## config.mk

```make
export PLATFORM = sky130hd
export DESIGN_NAME = ring_decoder
export DESIGN_NICKNAME = d
export VERILOG_FILES = /design/src/rtl/ring_decoder.sv
export SDC_FILE = /design/constraint.sdc
export NUM_CORES = 1
export LEC_CHECK = 0
export ABC_AREA = 1
export CORE_UTILIZATION = 35
export DETAILED_ROUTE_END_ITERATION = 12
export GPL_ROUTABILITY_DRIVEN = 0
export PLACE_DENSITY = 0.54
export SETUP_SLACK_MARGIN = 0.15
export SLEW_MARGIN = 25
export SYNTH_ARGS = -nofsm -noshare
export SYNTH_HDL_FRONTEND = slang
export SYNTH_SLANG_ARGS = --single-unit
```

## constraint.sdc

```tcl
create_clock -name clk -period 2.8 [get_ports clk]
set_input_delay 0.56 -clock clk [delete_from_list [all_inputs] [get_ports clk]]
set_output_delay 0.56 -clock clk [all_outputs]
set_load 0.005 [all_outputs]
```

## src/rtl/ring_decoder.sv

```systemverilog
// ring_decoder: checks a rotating one-hot phase vector, acquires lock, decodes the phase index and counts sequence errors.
// Build option RING_DECODE_FLYWHEEL_EN lets LOCK ride through one isolated error.
module ring_decoder #(
    parameter int WIDTH      = 4,
    parameter int LOCK_COUNT = 3,
    parameter int ERR_CNT_W  = 8,
    localparam int IDX_W     = $clog2(WIDTH)
) (
    input  logic                 clk,
    input  logic                 rst_n,
    input  logic                 en,
    input  logic [WIDTH-1:0]     ring_in,
    input  logic                 clr_err,
    output logic [IDX_W-1:0]     idx,
    output logic                 idx_valid,
    output logic                 locked,
    output logic                 err_pulse,
    output logic [ERR_CNT_W-1:0] err_count
);
    localparam int CNT_W = $clog2(LOCK_COUNT + 1);

    typedef enum logic [1:0] {HUNT = 2'd0, ACQ = 2'd1, LOCK = 2'd2} state_t;

    state_t           state;
    logic [WIDTH-1:0] prev;
    logic [CNT_W-1:0] match_cnt;
    logic [WIDTH-1:0] expected;
    logic             onehot;
    logic             match;
    logic             err_evt;
`ifdef RING_DECODE_FLYWHEEL_EN
    logic             fly;
`endif

    function automatic logic is_onehot(input logic [WIDTH-1:0] v);
        int ones;
        ones = 0;
        for (int i = 0; i < WIDTH; i++) ones += int'(v[i]);
        return ones == 1;
    endfunction

    function automatic logic [IDX_W-1:0] pos_of(input logic [WIDTH-1:0] v);
        logic [IDX_W-1:0] p;
        p = '0;
        for (int i = 0; i < WIDTH; i++) if (v[i]) p = IDX_W'(i);
        return p;
    endfunction

    function automatic logic [ERR_CNT_W-1:0] sat_inc(input logic [ERR_CNT_W-1:0] c);
        return (&c) ? c : c + ERR_CNT_W'(1);
    endfunction

    assign expected = {prev[WIDTH-2:0], prev[WIDTH-1]};
    assign onehot   = is_onehot(ring_in);
    assign match    = onehot && (ring_in == expected);
    assign err_evt  = en && (state == LOCK) && !match;

    always_ff @(posedge clk) begin
        if (!rst_n) begin
            state     <= HUNT;
            prev      <= '0;
            match_cnt <= '0;
            idx       <= '0;
            idx_valid <= 1'b0;
            locked    <= 1'b0;
            err_pulse <= 1'b0;
            err_count <= '0;
`ifdef RING_DECODE_FLYWHEEL_EN
            fly       <= 1'b0;
`endif
        end else begin
            idx_valid <= 1'b0;
            err_pulse <= err_evt;
            if (clr_err)      err_count <= err_evt ? ERR_CNT_W'(1) : '0;
            else if (err_evt) err_count <= sat_inc(err_count);

            if (en) begin
                case (state)
                    HUNT: begin
                        if (onehot) begin
                            prev      <= ring_in;
                            idx       <= pos_of(ring_in);
                            match_cnt <= '0;
                            state     <= ACQ;
                        end
                    end
                    ACQ: begin
                        if (match) begin
                            prev      <= ring_in;
                            idx       <= pos_of(ring_in);
                            match_cnt <= match_cnt + CNT_W'(1);
                            if (match_cnt == CNT_W'(LOCK_COUNT - 1)) begin
                                state     <= LOCK;
                                locked    <= 1'b1;
                                idx_valid <= 1'b1;
                            end
                        end else if (onehot) begin
                            prev      <= ring_in;
                            match_cnt <= '0;
                        end else begin
                            prev  <= '0;
                            state <= HUNT;
                        end
                    end
                    LOCK: begin
                        if (match) begin
                            prev      <= ring_in;
                            idx       <= pos_of(ring_in);
                            idx_valid <= 1'b1;
`ifdef RING_DECODE_FLYWHEEL_EN
                            fly       <= 1'b0;
                        end else if (!fly) begin
                            // Free-wheel: pretend the expected phase arrived.
                            fly  <= 1'b1;
                            prev <= expected;
                            idx  <= pos_of(expected);
                        end else begin
                            fly    <= 1'b0;
`else
                        end else begin
`endif
                            locked <= 1'b0;
                            if (onehot) begin
                                prev      <= ring_in;
                                match_cnt <= '0;
                                state     <= ACQ;
                            end else begin
                                prev  <= '0;
                                state <= HUNT;
                            end
                        end
                    end
                    default: state <= HUNT;
                endcase
            end
        end
    end
endmodule
```

==> impl_metrics.env, run 1 <==
export IMPL_final_cell_mix="nand2_1 (44), inv_1 (38), nor2_1 (22), dfxtp_1 (21), clkdlybuf4s50_1 (17)"
export IMPL_cts_max_path_buffers=2
export IMPL_hold_depth=2
export IMPL_syn_area_um2=1420
export IMPL_crit_fanout=8
export IMPL_clock_latency_ns=0.27
export IMPL_cap_viol_max_count=0
export IMPL_syn_nets=226
export IMPL_layout_nets=262
export IMPL_drtPass1Iterations=4
export IMPL_hpwl_um=2350
export IMPL_cts_htree_levels=1
export IMPL_drt_wl_total_um=2950
export IMPL_power_total_uw=884
export IMPL_post_cts_setup_buffers=0
export IMPL_max_vdd_ir_drop_mv=0.397
export IMPL_setup_violations=0
export IMPL_r2r_slack_ns=1.19
export IMPL_fmaxAchievable_mhz=400
export IMPL_crit_arrival_ns=2.70
export IMPL_postRouteAntennaNets=0
export IMPL_grtUsageTotal=0.156
export IMPL_clk_pin_slew_ns=0.09
export IMPL_drcViolationCount=0
export IMPL_drt_vias_per_instance=4.56
export IMPL_final_period_utilization=0.893
export IMPL_r2r_worst_path_cells=8
export IMPL_r2r_start="err_count[0]$_SDFFE_PN0P_"
export IMPL_synth_area_per_cell_um2=6.81
export IMPL_tightest_slew_ns=0.454
export IMPL_yosysWarnings=0
export IMPL_cp_end_kind="flop"
export IMPL_startpoint_type="primary input"
export IMPL_std_cell_rows=22
export IMPL_cts_root_buf="clkbuf_8"
export IMPL_hp_class="flop to flop"
export IMPL_fin_area_um2=1850
export IMPL_grt_pass1_vias=1217
export IMPL_crit_path_frequent_cell="inv_1"
export IMPL_crit_slowest_cell="fa_1"
export IMPL_fp_dieH_um=65.8
export IMPL_syn2layout_area_growth_pct=30.1
export IMPL_start_util=0.377
export IMPL_hold_viol_final=0
export IMPL_final_common_cell="nand2_1"
export IMPL_cp_num_cells=15
export IMPL_p_per_area_nw_per_um2=478
export IMPL_io_pins=21
export IMPL_via_count=1331
export IMPL_relSlewSlack=0.696
export IMPL_core_um2=3770
export IMPL_status="finished clean"
export IMPL_critPathTopFamily="adder cells"
export IMPL_rsz0062_at_grt="no"
export IMPL_grt_pass1_wl_um=5180
export IMPL_n_antenna_cell=0
export IMPL_min_from="idx[0]$_SDFFE_PN0P_"
export IMPL_cts_tree="yes"
export IMPL_drt_iter0_markers=52
export IMPL_synth_seq_area_share=0.296
export IMPL_wire_per_inst_um=10.1
export IMPL_cts_made_buffers=3
export IMPL_grt_ovfl_total=0
export IMPL_skew_ns=0.00734
export IMPL_worstSetupPathType="primary input to flop"
export IMPL_leakage_nw=0.824
export IMPL_cts_num_sinks=21
export IMPL_post_route_min_period_ns=2.50
export IMPL_holdBufCountCts=0
export IMPL_syn_inst=209
export IMPL_dieArea_um2=4320
export IMPL_antenna_found_initial=0
export IMPL_drive_above_1_share=0.213
export IMPL_synth_seq_cells=21
export IMPL_place_area_um2=1770
export IMPL_slowest_delay_ns=0.53
export IMPL_ys_types=26
export IMPL_port_buffer_count=20
export IMPL_cp_cell_sequence="dlygate4sd2_1, inv_1, fa_1, inv_1, ha_1, ha_1, nor2_2, nand2_2, nand2_1, inv_2, nor2_4, o21ai_4, nand2_1, inv_1, nor3_2"
export IMPL_slew_violations=0
export IMPL_die_w_um=65.8
export IMPL_startpoint="ring_in[0]"
export IMPL_grt_max_degree=14
export IMPL_crit_required_ns=3.00
export IMPL_critPathBufInv=5
area by class of cell:
type | count | area (um^2)
timing repair buffer | 32 | 287
sequential | 21 | 420
fill | 382 | 1920
multi-input combinational | 143 | 870
clock inverter | 1 | 7.51
inverter | 44 | 165
clock buffer | 3 | 41.3
tap | 48 | 60.1
state kept, by name, indices dropped and copies added, names as in the netlist:
signal / cells
err_count: 8
state: 2
idx: 2
match_cnt: 2
locked: 1
prev: 4
err_pulse: 1
idx_valid: 1
synthesized netlist by cell type, drive strengths merged:
master | instances | area, um^2
xor2 | 1 | 8.76
ha | 8 | 100
fa | 1 | 20.0
a21oi | 12 | 63.8
inv | 44 | 165
nand4 | 5 | 31.3
nand3 | 15 | 110
dfxtp | 21 | 420
o21ai | 9 | 52.6
clkbuf | 1 | 3.75
nor3 | 8 | 50.1
nand3b | 1 | 7.51
nand2 | 52 | 218
nor2 | 31 | 171
where the power goes:
part	total (mW)	switching [mW]	leakage [nW]	internal, mW
Sequential	0.343	0.0179	0.170	0.325
Combinational	0.334	0.205	0.632	0.129
Clock	0.208	0.107	0.0217	0.101
kinds of logic (layout without fill, tap and decap cells):
family / after synthesis / count (layout) / synth area share
AOI/OAI and AO/OA: 21 / 21 / 0.0818
adders and majority gates: 9 / 9 / 0.0844
DFF: 21 / 21 / 0.296
buffers and inverters: 45 / 80 / 0.119
and+or+nand+nor: 112 / 112 / 0.413
xor gates and xnor gates: 1 / 1 / 0.00616
worst reg2reg max path, delay by kind of cell, from the launching register on:
| family | cells | cell delay (ns) |
|---|---|---|
| compound gates | 1 | 0.05 |
| flops | 1 | 0.40 |
| simple gates | 6 | 0.87 |
| fa+ha+maj | 1 | 0.19 |
final timing paths:
kind                                to
min                idx[0]$_SDFFE_PN0P_
min reg2reg        idx[0]$_SDFFE_PN0P_
max reg2reg  err_count[7]$_SDFFE_PN0P_
max               prev[0]$_SDFFE_PN0P_
layer usage:
layer / vias to the layer above / part of all wire / track usage
li1: 723 / - / -
met1: 583 / 0.55 / 0.221
met2: 23 / 0.40 / 0.231
met3: 2 / 0.040 / 0.0434
met4: 0 / 0.0071 / 0.0326
met5: - / 0 / 0
metrics by stage:
step           setup TNS [ns]   util  setup WS (ns)  cells  hold WS [ns]
3_5_place_dp            -5.15  0.469         -0.323    288         0.454
4_1_cts                     0  0.491          0.290    292         0.474
6_report                    0  0.491          0.299    292         0.464
2_1_floorplan               0      -          0.350    209         0.448
3_3_place_gp            -4.36  0.469         -0.289    288         0.462
5_1_grt                     0  0.491          0.159    292         0.489
what timing repair did:
item | 4_1_cts | 5_1_grt
pin swaps | 12 | 1
hold endpoints to repair | 0 | 0
resized for setup | 14 | 0
setup endpoints to repair | 20 | 2
cloned | 0 | 0
Note: power is estimated with default switching activity, not from simulation.
==> inputs of run 2 (changes only) <==
- CORE_ASPECT_RATIO: unset -> 0.75
==> impl_metrics.env, run 2 (same netlist as run 1, synthesis figures left out) <==
export IMPL_drive_above_1_share=0.189
export IMPL_cts_root_buf="clkbuf_8"
export IMPL_postRouteAntennaNets=0
export IMPL_crit_fanout=5
export IMPL_grt_pass1_wl_um=5020
export IMPL_n_fill_cell=376
export IMPL_critPathBufInv=5
export IMPL_post_route_min_period_ns=2.52
export IMPL_syn2layout_area_growth_pct=28.8
export IMPL_max_vdd_ir_drop_mv=0.242
export IMPL_final_cell_mix="nand2_1 (45), inv_1 (39), nor2_1 (22), dfxtp_1 (21), clkdlybuf4s50_1 (17)"
export IMPL_drt_vias_per_instance=4.38
export IMPL_cp_cell_sequence="dlygate4sd2_1, inv_1, fa_1, inv_1, ha_1, ha_1, nor2_2, nand2_2, nand2_1, inv_2, nor3_2, buf_4, nand2_1, nand2_1, a21oi_1"
export IMPL_io_pins=21
export IMPL_relSlewSlack=0.690
export IMPL_slowest_delay_ns=0.53
export IMPL_cap_viol_max_count=0
export IMPL_clk_pin_slew_ns=0.08
export IMPL_largest_registers="err_count x8, prev x4"
export IMPL_holdBufCountCts=0
export IMPL_layout_nets=261
export IMPL_antenna_found_initial=0
export IMPL_final_common_cell="nand2_1"
export IMPL_status="finished clean"
export IMPL_post_cts_setup_buffers=0
export IMPL_pre_cts_ws_ns=-0.342
export IMPL_final_period_utilization=0.898
export IMPL_setup_slack_ns=0.285
export IMPL_place_area_um2=1770
export IMPL_hold_viol_final=0
export IMPL_rsz0062_at_grt="yes"
export IMPL_fmaxAchievable_mhz=398
export IMPL_grt_busiest_layer="met1"
export IMPL_grt_ovfl_total=0
export IMPL_crit_arrival_ns=2.66
export IMPL_fp_dieH_um=57.2
export IMPL_critPathTopFamily="adder cells"
export IMPL_met2_usage=0.184
export IMPL_dieArea_um2=4330
export IMPL_leakage_nw=0.824
export IMPL_crit_path_frequent_cell="nand2_1"
export IMPL_top_register="err_count"
export IMPL_cts_made_buffers=3
export IMPL_grtUsageTotal=0.157
export IMPL_largest_reg_flops=8
export IMPL_cts_max_path_buffers=2
export IMPL_use_met1=0.265
export IMPL_grtUsageMet3=0.0442
export IMPL_setup_violations=0
export IMPL_skew_ns=0.00295
export IMPL_start_util=0.376
export IMPL_crit_required_ns=2.94
export IMPL_cts_htree_levels=1
export IMPL_fin_area_um2=1830
export IMPL_setup_tns_ns=0
export IMPL_cp_end_kind="flop"
export IMPL_post_route_util=0.485
export IMPL_drt_iter0_markers=62
export IMPL_n_antenna_cell=0
export IMPL_hpwl_um=2400
export IMPL_startpoint_type="primary input"
export IMPL_grt_max_degree=13
export IMPL_cts_num_sinks=21
export IMPL_drtPass1Iterations=5
export IMPL_cts_tree="yes"
export IMPL_clock_latency_ns=0.27
export IMPL_r2r_slack_ns=1.17
export IMPL_drt_wl_total_um=3060
export IMPL_via_count=1293
export IMPL_wire_per_inst_um=10.4
export IMPL_grt_pass1_vias=1057
export IMPL_p_per_area_nw_per_um2=484
export IMPL_hp_class="flop to flop"
export IMPL_core_um2=3780
export IMPL_worstSetupPathType="primary input to flop"
export IMPL_std_cell_rows=19
export IMPL_drcViolationCount=0
export IMPL_die_w_um=75.6
export IMPL_crit_slowest_cell="fa_1"
export IMPL_port_buffer_count=20
export IMPL_tightest_slew_ns=0.465
export IMPL_slew_violations=0
-- run 2: changes by cell type in the layout (fill, tap and decap cells not counted), sizes merged --
cell	previous run	this run
clkinv	0	1
buf	12	11
clkinvlp	1	0
-- run 2: timing repair --
| item | in CTS | in global routing |
|---|---|---|
| resized for setup | 8 | 1 |
| endpoints found under the setup margin | 21 | 4 |
| pin swaps | 4 | 1 |
-- run 2: worst min-delay path: stages (launching register included) --
cell     delay [ns]
dfxtp_1        0.31
nand2_1        0.06
a21oi_1        0.05
-- run 2: metal layers --
layer | up-vias | wire length, um
met5 | - | 0
met4 | 0 | 28
met3 | 4 | 119
met2 | 18 | 1060
met1 | 550 | 1840
li1 | 721 | -
-- run 2: path summary, 6_finish.rpt --
path	to	cells past startpoint	startpoint
max reg2reg	err_count[7]$_SDFFE_PN0P_	8	err_count[0]$_SDFFE_PN0P_
min	idx[0]$_SDFFE_PN0P_	2	idx[0]$_SDFFE_PN0P_
min reg2reg	idx[0]$_SDFFE_PN0P_	2	idx[0]$_SDFFE_PN0P_
max	idx[1]$_SDFFE_PN0P_	15	ring_in[0]
-- run 2: stage by stage --
stage / cells / total power [mW] / hold WS [ns]
floorplan: 209 / 0.574 / 0.448
global placement: 291 / 0.668 / 0.459
detailed placement: 291 / 0.664 / 0.454
CTS: 295 / 0.893 / 0.470
global route: 295 / 0.956 / 0.490
finish: 295 / 0.886 / 0.461
-- run 2: cell type report --
| cell class | count | area (um^2) | area share |
|---|---|---|---|
| tap | 52 | 65.1 | 0.0355 |
| timing repair buffer | 31 | 279 | 0.152 |
| sequential | 21 | 420 | 0.230 |
| multi-input combinational | 143 | 856 | 0.467 |
| clock buffer | 3 | 41.3 | 0.0225 |
| inverter | 44 | 165 | 0.0902 |
| clock inverter | 1 | 5.00 | 0.00273 |
-- run 2: power breakdown --
group / internal (mW) / switching (mW)
clock network: 0.0995 / 0.108
logic: 0.129 / 0.206
registers: 0.325 / 0.0177
total: 0.554 / 0.332
==> inputs of run 3 (changes only) <==
- SLEW_MARGIN: 25 -> unset
==> results of run 3 <==
The final DEF is identical to that of run 2; final timing and power are the same.
